<file path="config.mk">
export PLATFORM = sky130hd
export DESIGN_NAME = exme_pipe_reg
export DESIGN_NICKNAME = d
export VERILOG_FILES = /design/src/rtl/exme_pkg.sv /design/src/rtl/pipe_entry.sv /design/src/rtl/exme_pipe_reg.sv
export SDC_FILE = /design/constraint.sdc
export NUM_CORES = 1
export LEC_CHECK = 0
export BUFFER_PORTS_ARGS = -buffer_cell sky130_fd_sc_hd__buf_2
export CORE_MARGIN = 2
export CORE_UTILIZATION = 40
export DETAILED_ROUTE_END_ITERATION = 8
export SLEW_MARGIN = 20
export SYNTH_ARGS = -nofsm -noshare
export SYNTH_HDL_FRONTEND = slang
export SYNTH_HIERARCHICAL = 1
export SYNTH_SLANG_ARGS = --single-unit
</file>
<file path="constraint.sdc">
create_clock -name clk -period 6.7 [get_ports clk]
set_input_delay 1.34 -clock clk [delete_from_list [all_inputs] [get_ports clk]]
set_output_delay 1.34 -clock clk [all_outputs]
set_load 0.01 [all_outputs]
</file>
<file path="src/rtl/exme_pkg.sv">
`default_nettype none
// ============================================================================
//  Module      : exme_pkg
//  Description : Shared types and helpers for the EX/MEM stage register.
//  Revision    : 1.0 - initial parametrised release
// ============================================================================
package exme_pkg;

    localparam int EXME_XLEN = 32;
    localparam int EXME_RAW  = 5;

    // Result-select encoding seen by the write-back mux
    localparam logic [1:0] RSLT_ALU = 2'b00;
    localparam logic [1:0] RSLT_MEM = 2'b01;
    localparam logic [1:0] RSLT_PC4 = 2'b10;
    localparam logic [1:0] RSLT_UJ  = 2'b11;

    typedef struct packed {
        logic       regWrt;
        logic       memWrt;
        logic [1:0] rsltSrc;
    } exme_ctrl_t;

    typedef struct packed {
        logic [EXME_XLEN-1:0] aluRslt;
        logic [EXME_XLEN-1:0] wrtD;
        logic [EXME_XLEN-1:0] pc4;
        logic [EXME_XLEN-1:0] ujWrtBck;
        logic [EXME_RAW-1:0]  rd;
    } exme_data_t;

    localparam int EXME_CTRL_W = $bits(exme_ctrl_t);

    // A bubble must never write the register file or memory
    function automatic exme_ctrl_t gate_ctrl(input exme_ctrl_t c, input logic vld);
        exme_ctrl_t g;
        g        = c;
        g.regWrt = c.regWrt & vld;
        g.memWrt = c.memWrt & vld;
        return g;
    endfunction

endpackage
`default_nettype wire

</file>
<file path="src/rtl/pipe_entry.sv">
`default_nettype none
// ============================================================================
//  Module      : pipe_entry
//  Description : One payload register with valid bit; clear beats load.
//  Revision    : 1.0 - initial release
// ============================================================================
module pipe_entry
    import exme_pkg::*;
#(
    parameter int W = 8
) (
    input  logic         clk,
    input  logic         rstn,
    input  logic         load_i,
    input  logic         clr_i,
    input  logic         hold_i,
    input  logic [W-1:0] d_i,
    output logic         vld_o,
    output logic [W-1:0] q_o
);

    logic         vld_q;
    logic         vld_d;
    logic [W-1:0] data_q;
    logic [W-1:0] data_d;
    logic         w_load;

    // A held beat is frozen even if a stray load arrives
    assign w_load = load_i && !hold_i;

    always_comb begin
        vld_d  = vld_q;
        data_d = data_q;
        if (clr_i) begin
            vld_d = 1'b0;
        end else if (w_load) begin
            vld_d  = 1'b1;
            data_d = d_i;
        end
    end

    always_ff @(posedge clk or negedge rstn) begin
        if (!rstn) begin
            vld_q  <= 1'b0;
            data_q <= '0;
        end else begin
            vld_q  <= vld_d;
            data_q <= data_d;
        end
    end

    assign vld_o = vld_q;
    assign q_o   = data_q;

endmodule
`default_nettype wire

</file>
<file path="src/rtl/exme_pipe_reg.sv">
`default_nettype none
// ============================================================================
//  Module      : exme_pipe_reg
//  Description : EX/MEM stage register with valid/ready, flush, optional skid
//                entry and a saturating stall counter.
//  Revision    : 1.0 - initial parametrised release
// ============================================================================
module exme_pipe_reg
    import exme_pkg::*;
#(
    parameter int XLEN = 32,
    parameter int RAW  = 5,
    parameter int SKID = 1,
    parameter int CNTW = 16
) (
    input  logic            clk,
    input  logic            rstn,
    input  logic            flush,
    input  logic            inVld,
    output logic            inRdy,
    input  logic            regWrte,
    input  logic            memWrte,
    input  logic [1:0]      rsltSrce,
    input  logic [XLEN-1:0] aluRslte,
    input  logic [XLEN-1:0] wrtDe,
    input  logic [XLEN-1:0] pc4e,
    input  logic [XLEN-1:0] ujWrtBcke,
    input  logic [RAW-1:0]  rde,
    output logic            outVld,
    input  logic            outRdy,
    output logic            regWrtm,
    output logic            memWrtm,
    output logic [1:0]      rsltSrcm,
    output logic [XLEN-1:0] aluRsltm,
    output logic [XLEN-1:0] wrtDm,
    output logic [XLEN-1:0] pc4m,
    output logic [XLEN-1:0] ujWrtBckm,
    output logic [RAW-1:0]  rdm,
    output logic [CNTW-1:0] stallCnt
);

    localparam int CW = EXME_CTRL_W;
    localparam int DW = 4 * XLEN + RAW;
    localparam int PW = CW + DW;

    exme_ctrl_t      w_ctrl_in;
    exme_ctrl_t      w_ctrl_out;
    exme_ctrl_t      w_ctrl_gated;
    logic [PW-1:0]   w_in_beat;
    logic [PW-1:0]   w_main_q;
    logic            w_main_vld;
    logic            w_in_rdy;
    logic            w_out_xfer;

    assign w_ctrl_in.regWrt  = regWrte;
    assign w_ctrl_in.memWrt  = memWrte;
    assign w_ctrl_in.rsltSrc = rsltSrce;
    assign w_in_beat         = {w_ctrl_in, aluRslte, wrtDe, pc4e, ujWrtBcke, rde};
    assign w_out_xfer        = w_main_vld && outRdy;

    generate
        if (SKID != 0) begin : g_skid
            logic          w_skid_vld;
            logic [PW-1:0] w_skid_q;
            logic          w_in_xfer;
            logic          w_skid_promote;
            logic          w_main_load;
            logic          w_main_clr;
            logic [PW-1:0] w_main_src;
            logic          w_skid_load;
            logic          w_skid_clr;

            // Ready depends only on the skid flop, so it is a registered signal
            assign w_in_rdy       = !w_skid_vld;
            assign w_in_xfer      = inVld && w_in_rdy && !flush;
            assign w_skid_promote = w_out_xfer && w_skid_vld;

            assign w_main_load = !flush &&
                                 (w_skid_promote || (w_in_xfer && (!w_main_vld || w_out_xfer)));
            assign w_main_src  = w_skid_promote ? w_skid_q : w_in_beat;
            assign w_main_clr  = flush || (w_out_xfer && !w_main_load);

            // Skid catches a beat when main stays occupied after this edge
            assign w_skid_load = w_in_xfer && w_main_vld && (!w_out_xfer || w_skid_vld);
            assign w_skid_clr  = flush || (w_skid_promote && !w_skid_load);

            pipe_entry #(.W(PW)) u_main (
                .clk    (clk),
                .rstn   (rstn),
                .load_i (w_main_load),
                .clr_i  (w_main_clr),
                .hold_i (w_main_vld && !outRdy),
                .d_i    (w_main_src),
                .vld_o  (w_main_vld),
                .q_o    (w_main_q)
            );

            pipe_entry #(.W(PW)) u_skid (
                .clk    (clk),
                .rstn   (rstn),
                .load_i (w_skid_load),
                .clr_i  (w_skid_clr),
                .hold_i (w_skid_vld && !w_out_xfer),
                .d_i    (w_in_beat),
                .vld_o  (w_skid_vld),
                .q_o    (w_skid_q)
            );
        end else begin : g_noskid
            logic w_in_xfer;

            assign w_in_rdy  = !w_main_vld || outRdy;
            assign w_in_xfer = inVld && w_in_rdy && !flush;

            pipe_entry #(.W(PW)) u_main (
                .clk    (clk),
                .rstn   (rstn),
                .load_i (w_in_xfer),
                .clr_i  (flush || (w_out_xfer && !w_in_xfer)),
                .hold_i (w_main_vld && !outRdy),
                .d_i    (w_in_beat),
                .vld_o  (w_main_vld),
                .q_o    (w_main_q)
            );
        end
    endgenerate

    assign w_ctrl_out   = w_main_q[PW-1 -: CW];
    assign w_ctrl_gated = gate_ctrl(w_ctrl_out, w_main_vld);

    assign inRdy     = w_in_rdy;
    assign outVld    = w_main_vld;
    assign regWrtm   = w_ctrl_gated.regWrt;
    assign memWrtm   = w_ctrl_gated.memWrt;
    assign rsltSrcm  = w_ctrl_gated.rsltSrc;
    assign aluRsltm  = w_main_q[DW-1 -: XLEN];
    assign wrtDm     = w_main_q[DW-XLEN-1 -: XLEN];
    assign pc4m      = w_main_q[DW-2*XLEN-1 -: XLEN];
    assign ujWrtBckm = w_main_q[DW-3*XLEN-1 -: XLEN];
    assign rdm       = w_main_q[RAW-1:0];

    logic [CNTW-1:0] stall_q;
    logic [CNTW-1:0] stall_d;

    always_comb begin
        stall_d = stall_q;
        if (w_main_vld && !outRdy && (stall_q != {CNTW{1'b1}})) begin
            stall_d = stall_q + {{(CNTW-1){1'b0}}, 1'b1};
        end
    end

    always_ff @(posedge clk or negedge rstn) begin
        if (!rstn) begin
            stall_q <= '0;
        end else begin
            stall_q <= stall_d;
        end
    end

    assign stallCnt = stall_q;

endmodule
`default_nettype wire

</file>
==> results of run 1 <==
## power by group
group	internal (W)	total, W	switching (W)
registers	0.00217	0.00241	0.000237
clock network	0.00108	0.00180	0.000713
logic	0.000740	0.00119	0.000449
## flip-flops by register name (all words and copies together) (netlist names)
signal               count
stallCnt                16
g_skid.u_main/vld_o      1
g_skid.u_skid/q_o      137
g_skid.u_main/q_o      137
g_skid.u_skid/vld_o      1
## logic make-up (layout without fill, tap and decap cells)
group           count (synthesis)  count (layout)  synth area share
mux                           415             415            0.3991
flops                         292             292            0.5161
buf+inv                        54             365           0.04905
simple gates                   49              49           0.02439
xor+xnor                       10              10          0.006186
compound gates                  9               9          0.004330
fa+ha+maj                       1               1         0.0008836
other cells                     0               5                 0
## worst min path at each step
stage	slack [ns]	end	cells past startpoint	from
after floorplan	0.47	g_skid.u_main/q_o[135]	1	g_skid.u_main/q_o[135]
after global placement	0.49	g_skid.u_main/q_o[0]	1	g_skid.u_main/q_o[0]
after detailed placement	0.49	g_skid.u_main/q_o[56]	1	g_skid.u_main/q_o[56]
after CTS	0.50	g_skid.u_main/q_o[132]	1	g_skid.u_main/q_o[132]
after global routing	0.51	g_skid.u_skid/q_o[2]	1	g_skid.u_skid/q_o[2]
final	0.50	g_skid.u_main/q_o[132]	1	g_skid.u_main/q_o[132]
## per-layer routing
| metal | part of all wire | routed length (µm) | vias up | track usage |
|---|---|---|---|---|
| met5 | 0.00071 | 21 | - | 0 |
| met4 | 0.021 | 609 | 4 | 0.05138 |
| met3 | 0.068 | 2000 | 42 | 0.04531 |
| met2 | 0.45 | 13210 | 216 | 0.2330 |
| met1 | 0.46 | 13760 | 3991 | 0.2246 |
| li1 | - | - | 3564 | - |
## worst reg2reg max path: stages (launching register included)
cell and delay [ns]:
dfrtp_1 0.49, and2b_2 0.31, a2111oi_0 0.58, nor3b_4 0.41, buf_12 0.47, mux2_4 0.50
## per-stage QoR
stage | instances | utilization
final | 1601 | 0.4832
after global routing | 1600 | 0.4832
after CTS | 1596 | 0.4829
after detailed placement | 1543 | 0.4521
after global placement | 1543 | 0.4521
after floorplan | 830 | -
## cells in the final DEF, fill, tap and decap left out, types with 2 or more instances in the layout
cell type,count
xor2_1,9
clkbuf_16,35
and4_1,4
a21oi_1,3
nor3b_4,2
o21a_1,2
inv_1,7
clkbuf_8,9
buf_12,5
clkbuf_1,4
clkinv_2,3
and2_1,3
nand2_1,4
mux2i_1,2
buf_4,4
buf_2,295
nand3_1,4
dfrtp_1,292
and3_1,3
diode_2,5
mux2_2,152
mux2_4,261
nand2b_1,4
nor2_1,8
nand4_1,6
## layout make-up
type,instances,share of cell area
clock inverter,5,0.003207
clock buffer,48,0.06049
multi-input combinational,484,0.3678
tap,455,0.03394
inverter,7,0.001566
antenna,5,0.0007459
timing repair buffer,305,0.09667
sequential,292,0.4356
==> results.yml, run 1 <==
flow_run:
  cap_violations: 0
placement:
  portBuffers: 296
  hpwl_mm: 18.57
  gp_congestion: 0.7874
  pre_cts_ws_ns: 2.824
  postPlaceCellArea_mm2: 0.01569
synthesis:
  synthDistinctLibCells: 38
  synthFlopType: "dfrtp_1"
  syn-num-nets: 973
  synth_edf_count: 0
  yosysTopAreaCell: "dfrtp_1"
  synth-seq-area-share: 0.5161
  ys_warn_count: 6
  syn_area_mm2: 0.01416
  synthTopCellsByArea: "dfrtp_1, mux2_4, mux2_2"
  synth_most_common_cell: "dfrtp_1"
  yosys.area.top_type_share: 0.5161
  syn_avg_cell_area_um2: 17.06
  async_flop_share: 1.000
  syn_inst: 830
  synth_common_cells: "dfrtp_1, mux2_4, mux2_2"
  synth-seq-cells: 292
cells_and_area:
  final_nets: 1267
  area.sequential_mm2: 0.007307
  synthToLayoutAreaGrowth_pct: 18.48
  fin_area_mm2: 0.01677
  nFillCells: 3081
  drive_above_1_share: 0.6801
  multi_input_area_mm2: 0.006170
detailed_routing:
  detail_route.wl_per_cell_um: 18.49
  ant_nets: 0
  drt-total-wl_mm: 29.60
  drc: 0
  vias_per_cell: 4.883
  dr_total_vias: 7817
  drt_first_pass_iters: 4
  drt_iter0_markers: 308
clocking:
  clock_path_buffers: 3
  cts_resized: 0
  cts_setup_buffers: 0
  cts.reportedPaths.clkPinSlew_ns: 0.05
  cts_hold_buffers: 0
  cts_htree_levels: 2
  numClockSinks: 292
  cts_buffers: 34
  cts-root-buf: "clkbuf_16"
  clkLatencyLatePin_ns: 0.51
  cts_tree: "yes"
timing:
  slew_headroom: 0.3806
  fmax_mhz: 295.3
  setup_slack_ns: 3.314
  worstMarginPinSlew_ns: 0.9291
  tns_ns: 0
  rsz0062_at_grt: "false"
  finalCriticalPeriod_ns: 3.386
  fin_crit_sh: 0.5054
  hold_violations: 0
  setup_viol: 0
  clock_skew_ns: 0.009572
  slew_violations: 0
  holdWs_ns: 0.4989
setup_path:
  r2r_end: "g_skid.u_main/q_o[86]"
  crit_chain: "buf_2, and2b_2, a2111oi_0, nor3b_4, buf_12, mux2_4"
  rrSetupSlack_ns: 3.82
  slowest_stage: "a2111oi_0"
  reg2reg_depth: 5
  cp.depth: 6
  crit_buf_inv: 2
  critical_path.startpoint: "outRdy"
  endpoint: "g_skid.u_main/q_o[86]"
  critical_path_arrival_ns: 3.78
  critical_path.max_fanout: 73
  crit_family: "simple AND/OR/NAND/NOR gates"
  crit_type: "in2reg"
  crit_path_end_kind: "flip-flop"
  critPathMaxStageDelay_ns: 0.58
  crit_required_ns: 7.09
  regToRegStartpoint: "g_skid.u_main/vld_o"
  critPathLaunchType: "primary input"
pwr:
  max-vdd-ir-drop_mv: 0.2105
  power_density_mw_per_mm2: 321.5
  finalPower_w: 0.005393
  p_leak_nw: 8.121
grt:
  grt_max_degree: 138
  grt_pass1_vias: 7999
  grt-ovfl-total: 0
  track_usage: 0.1585
  grt_pass1_wl_mm: 46.17
  antenna_found_initial: 7
floorplan:
  die_h_um: 192.1
  initial_core_util: 0.4079
  chipWidth_um: 192.1
  core_area_mm2: 0.03471
  core.rowCount: 68
  pin_count: 297
  dieArea_mm2: 0.03692
worst_hold_path:
  hp-class: "reg2reg"
run_status:
  status: "complete, no violations"
Power figures use the tool's default switching activity.
==> run 2, diff against run 1 <==
- clock period: 6.7 -> 3.3 ns (I/O delays scaled with it)
==> run 2 against run 1 <==
Effect of this change:
- cell count rose by 1.7%
- hold slack worse by 0.35 ns
- routed wire length is 3.9% higher
- sequential power up 100%
- flip-flop and latch count did not move
- critical endpoint is now g_skid.u_main/q_o[98]
==> results.yml, run 2 (same netlist as run 1, synthesis figures left out) <==
cells_and_area:
  final_common_cell: "buf_2"
  final_util: 0.4944
  final_nets: 1287
  drive_above_1_share: 0.6855
  final_cell_mix: "buf_2, dfrtp_1, mux2_4"
  nFillCells: 3043
  synthToLayoutAreaGrowth_pct: 21.21
floorplan:
  chipWidth_um: 192.1
  core_area_mm2: 0.03471
  die_h_um: 192.1
  core.rowCount: 68
  initial_core_util: 0.4079
  pin_count: 297
  dieArea_mm2: 0.03692
timing:
  setup_viol: 0
  finalCriticalPeriod_ns: 2.726
  fmax_mhz: 366.8
  slew_headroom: 0.2552
  rsz0062_at_grt: "false"
  slew_violations: 0
  hold_violations: 0
  holdWs_ns: 0.1537
  worstMarginPinSlew_ns: 1.117
  clock_skew_ns: 0.01805
  setup_slack_ns: 0.5741
  fin_crit_sh: 0.8260
  tns_ns: 0
detailed_routing:
  drt-total-wl_mm: 30.77
  drt_first_pass_iters: 4
  drt_iter0_markers: 303
  drc: 0
  detail_route.wl_per_cell_um: 18.90
  vias_per_cell: 4.827
  dr_total_vias: 7858
  ant_nets: 0
worst_hold_path:
  hp-class: "in2async"
clocking:
  cts_hold_buffers: 0
  cts_tree: "yes"
  cts_resized: 0
  numClockSinks: 292
  cts-root-buf: "clkbuf_16"
  clkLatencyLatePin_ns: 0.51
  cts_setup_buffers: 0
  cts_htree_levels: 2
  cts_buffers: 35
  clock_path_buffers: 3
  cts.reportedPaths.clkPinSlew_ns: 0.06
setup_path:
  crit_chain: "and2b_2, a2111oi_0, nor3b_4, buf_12, buf_4, mux2_4"
  critical_path.max_fanout: 29
  reg2reg_depth: 6
  rrSetupSlack_ns: 0.57
  crit_path_end_kind: "flip-flop"
  r2r_end: "g_skid.u_main/q_o[98]"
  regToRegStartpoint: "g_skid.u_main/vld_o"
  crit_type: "reg2reg"
  slowest_stage: "a2111oi_0"
  critPathLaunchType: "flip-flop"
  critPathMaxStageDelay_ns: 0.53
  critical_path_arrival_ns: 3.11
  crit_required_ns: 3.68
grt:
  track_usage: 0.1654
  grt_pass1_vias: 8355
  grt_pass1_wl_mm: 48.22
  grt_max_degree: 138
  antenna_found_initial: 6
  grt-ovfl-total: 0
run_status:
  status: "complete, no violations"
flow_run:
  cap_violations: 0
placement:
  portBuffers: 296
  hpwl_mm: 20.28
  pre_cts_ws_ns: 0.2612
  gp_congestion: 0.8004
pwr:
  power_density_mw_per_mm2: 666.4
  max-vdd-ir-drop_mv: 0.4302
  p_leak_nw: 8.315
==> run 2: per-layer routing <==
| layer | GRT usage | up-vias | routed length [µm] |
|---|---|---|---|
| met3 | 0.03837 | 40 | 1942 |
| met4 | 0.04492 | 6 | 522 |
| met1 | 0.2331 | 3967 | 14290 |
| met5 | 0 | - | 38 |
| li1 | - | 3628 | - |
| met2 | 0.2551 | 217 | 13970 |
==> run 2: area by class of cell <==
cell class / count / area, µm² / share of cell area
Clock inverter: 17 / 261.5 / 0.01524
Multi-Input combinational cell: 484 / 6170 / 0.3595
Sequential cell: 292 / 7307 / 0.4258
Tap cell: 455 / 569.3 / 0.03317
Timing Repair Buffer: 324 / 1852 / 0.1079
Clock buffer: 46 / 968.4 / 0.05643
Antenna cell: 3 / 7.507 / 0.0004374
Inverter: 7 / 26.28 / 0.001531
==> run 2: worst max-delay path, delay by kind of cell, from the launching register on <==
family                 cells  cell delay, ns
AOI/OAI and AO/OA          1            0.53
buffers and inverters      2            0.54
DFF                        1            0.49
muxes                      1            0.32
and+or+nand+nor            2            0.65
==> run 2: worst max path at each step <==
stage	end	slack, ns	depth (start not counted)	from
after floorplan	g_skid.u_main/q_o[100]	0.84	6	outRdy
after global placement	g_skid.u_main/q_o[47]	0.30	7	outRdy
after detailed placement	g_skid.u_main/q_o[46]	0.26	7	outRdy
after CTS	g_skid.u_main/q_o[80]	0.58	6	g_skid.u_main/vld_o
after global routing	g_skid.u_main/q_o[91]	0.41	6	g_skid.u_main/vld_o
final	g_skid.u_main/q_o[98]	0.57	6	g_skid.u_main/vld_o
==> run 2: stage by stage <==
stage,power (W),std cells,instance area (µm²)
after floorplan,0.006445,830,14160
after global placement,0.007367,1562,15920
after detailed placement,0.007426,1562,15920
after CTS,0.01161,1625,17150
after global routing,0.01201,1627,17160
final,0.01144,1628,17160
==> run 2: report_power, final <==
| group | switching [W] | total (W) | leakage, nW | internal [W] |
|---|---|---|---|---|
| sequential | 0.000498 | 0.00491 | 3.67 | 0.00441 |
| combinational | 0.000932 | 0.00245 | 4.05 | 0.00152 |
| clock | 0.00152 | 0.00408 | 0.600 | 0.00255 |
==> run 3, diff against run 2 <==
- ABC_AREA: not set -> 1
- clock period: 3.3 -> 2.7 ns (I/O delays scaled with it)
==> run 3 against run 2 <==
Effect of this change:
- critical path depth rose by 3
- register-to-register slack worse by 0.06 ns
- hold slack got worse by 0.15 ns
- synthesized area shrank 1.1%
- power rose by 9.8%
- critical path type unchanged
- largest cell class unchanged
==> results.yml, run 3 <==
synthesis:
  synth-seq-area-share: 0.5220
  synth_edf_count: 0
  syn-num-nets: 1949
  synth_most_common_cell: "nand2_1"
  synth-seq-cells: 292
  synthDistinctLibCells: 20
  synthTopCellsByArea: "dfrtp_1, nand2_1, nand3_1"
  syn_inst: 1806
  syn_area_mm2: 0.01400
  ys_warn_count: 6
  async_flop_share: 1.000
  synth_common_cells: "nand2_1, dfrtp_1, nand3_1"
  yosys.area.top_type_share: 0.5220
  yosysTopAreaCell: "dfrtp_1"
  syn_avg_cell_area_um2: 7.750
  synthFlopType: "dfrtp_1"
setup_path:
  crit_type: "reg2reg"
  crit_path_end_kind: "flip-flop"
  r2r_end: "g_skid.u_main/q_o[52]"
  slowest_stage: "dfrtp_1"
  crit_family: "simple AND/OR/NAND/NOR gates"
  critPathMaxStageDelay_ns: 0.48
  critical_path.startpoint: "g_skid.u_main/vld_o"
  cp.depth: 9
  crit_required_ns: 3.09
  rrSetupSlack_ns: 0.51
  path_common_cell: "nand2_1"
  reg2reg_depth: 9
  critical_path_arrival_ns: 2.58
  regToRegStartpoint: "g_skid.u_main/vld_o"
  critical_path.max_fanout: 77
  crit_chain: "nand2_1, nor2_4, nor2_1, nor2_4, buf_12, nand2_4, buf_12, nand2_1, nand2_1"
  crit_buf_inv: 2
  critPathLaunchType: "flip-flop"
  endpoint: "g_skid.u_main/q_o[52]"
grt:
  antenna_found_initial: 6
  grt_max_degree: 138
  track_usage: 0.2234
  grt_pass1_vias: 12080
  grt-ovfl-total: 0
  grt_pass1_wl_mm: 65.09
pwr:
  p_clk_frac: 0.364
  power_density_mw_per_mm2: 758.0
  power.switching_w: 0.003703
  p_sw_frac: 0.2949
  max-vdd-ir-drop_mv: 0.3627
  p_leak_nw: 9.570
  internal_power_w: 0.008853
  p_comb_frac: 0.176
  p_seq_frac: 0.460
floorplan:
  initial_core_util: 0.4052
  core.rowCount: 68
  dieArea_mm2: 0.03651
  chipWidth_um: 191.1
  die_h_um: 191.1
  pin_count: 297
  core_area_mm2: 0.03454
flow_run:
  cap_violations: 0
clocking:
  cts_resized: 0
  cts_tree: "yes"
  numClockSinks: 292
  clkLatencyLatePin_ns: 0.50
  cts_htree_levels: 2
  cts_setup_buffers: 0
  clock_path_buffers: 3
  cts_hold_buffers: 0
  cts.reportedPaths.clkPinSlew_ns: 0.06
  cts_buffers: 35
  cts-root-buf: "clkbuf_16"
cells_and_area:
  synthToLayoutAreaGrowth_pct: 18.34
  final_cell_mix: "nand2_1, buf_2, dfrtp_1"
  nFillCells: 3545
  final_nets: 2188
  drive_above_1_share: 0.1933
  final_common_cell: "nand2_1"
timing:
  slew_headroom: 0.4076
  fmax_mhz: 457.2
  rsz0062_at_grt: "false"
  finalCriticalPeriod_ns: 2.187
  slew_violations: 0
  setup_viol: 0
  clock_skew_ns: 0.009143
  tns_ns: 0
  holdWs_ns: 0.00003508
  fin_crit_sh: 0.8101
  hold_violations: 0
  worstMarginPinSlew_ns: 0.8885
run_status:
  status: "complete, no violations"
detailed_routing:
  drt_iter0_markers: 942
  drt_first_pass_iters: 5
  drc: 0
  drt-total-wl_mm: 40.84
  detail_route.wl_per_cell_um: 16.16
  dr_total_vias: 12510
  ant_nets: 0
  vias_per_cell: 4.950
placement:
  gp_congestion: 0.8040
  portBuffers: 296
  hpwl_mm: 24.66
worst_hold_path:
  hp-class: "in2async"
[run 3: per-stage QoR]
step / setup slack (ns) / total power (W) / instances / util / area, µm²
3_5_place_dp: 0.2946 / 0.008080 / 2463 / 0.4470 / 15440
5_1_grt: 0.2951 / 0.01326 / 2526 / 0.4795 / 16560
3_3_place_gp: 0.2824 / 0.008017 / 2463 / 0.4470 / 15440
4_1_cts: 0.4990 / 0.01271 / 2524 / 0.4793 / 16560
2_1_floorplan: 0.7861 / 0.006945 / 1806 / - / 14000
6_report: 0.5127 / 0.01256 / 2527 / 0.4795 / 16560
[run 3: cell families (layout without fill, tap and decap cells)]
| kind of cell | after synthesis | in the layout | share of synthesized area |
|---|---|---|---|
| xor+xnor | 4 | 4 | 0.002503 |
| simple gates | 1353 | 1353 | 0.3941 |
| compound gates | 9 | 9 | 0.003218 |
| fa+ha+maj | 1 | 1 | 0.0008938 |
| other cells | 0 | 3 | 0 |
| buf+inv | 147 | 410 | 0.07723 |
| flops | 292 | 292 | 0.5220 |
[run 3: final cells by class]
type,instances,area (µm²),share of cell area
antenna,3,7.507,0.0004532
clock buffer,52,1040,0.06277
sequential,292,7307,0.4411
timing repair buffer,322,1812,0.1094
tap,455,569.3,0.03437
inverter,27,103.9,0.006269
multi-input combinational,1367,5649,0.3410
clock inverter,9,76.32,0.004608
[run 3: power groups by stage]
stage | clock (W) | combinational, W | sequential [W]
finish | 0.00457 | 0.00221 | 0.00578
global route | 0.00487 | 0.00250 | 0.00588
CTS | 0.00469 | 0.00224 | 0.00578
detailed placement | 0 | 0.00223 | 0.00585
global placement | 0 | 0.00219 | 0.00583
floorplan | 0 | 0.000961 | 0.00598
[run 3: worst min path at each step]
stage                                  endpoint
after floorplan            g_skid.u_main/q_o[0]
after global placement    g_skid.u_main/q_o[63]
after detailed placement  g_skid.u_main/q_o[33]
after CTS                 g_skid.u_main/q_o[40]
after global routing      g_skid.u_main/q_o[40]
final                     g_skid.u_main/q_o[40]
[run 3: per-layer routing]
| metal | part of all wire | track usage | up-vias |
|---|---|---|---|
| li1 | - | - | 6135 |
| met1 | 0.47 | 0.3222 | 5945 |
| met2 | 0.45 | 0.3558 | 375 |
| met3 | 0.063 | 0.03451 | 48 |
| met4 | 0.014 | 0.04852 | 6 |
| met5 | 0.00088 | 0 | - |
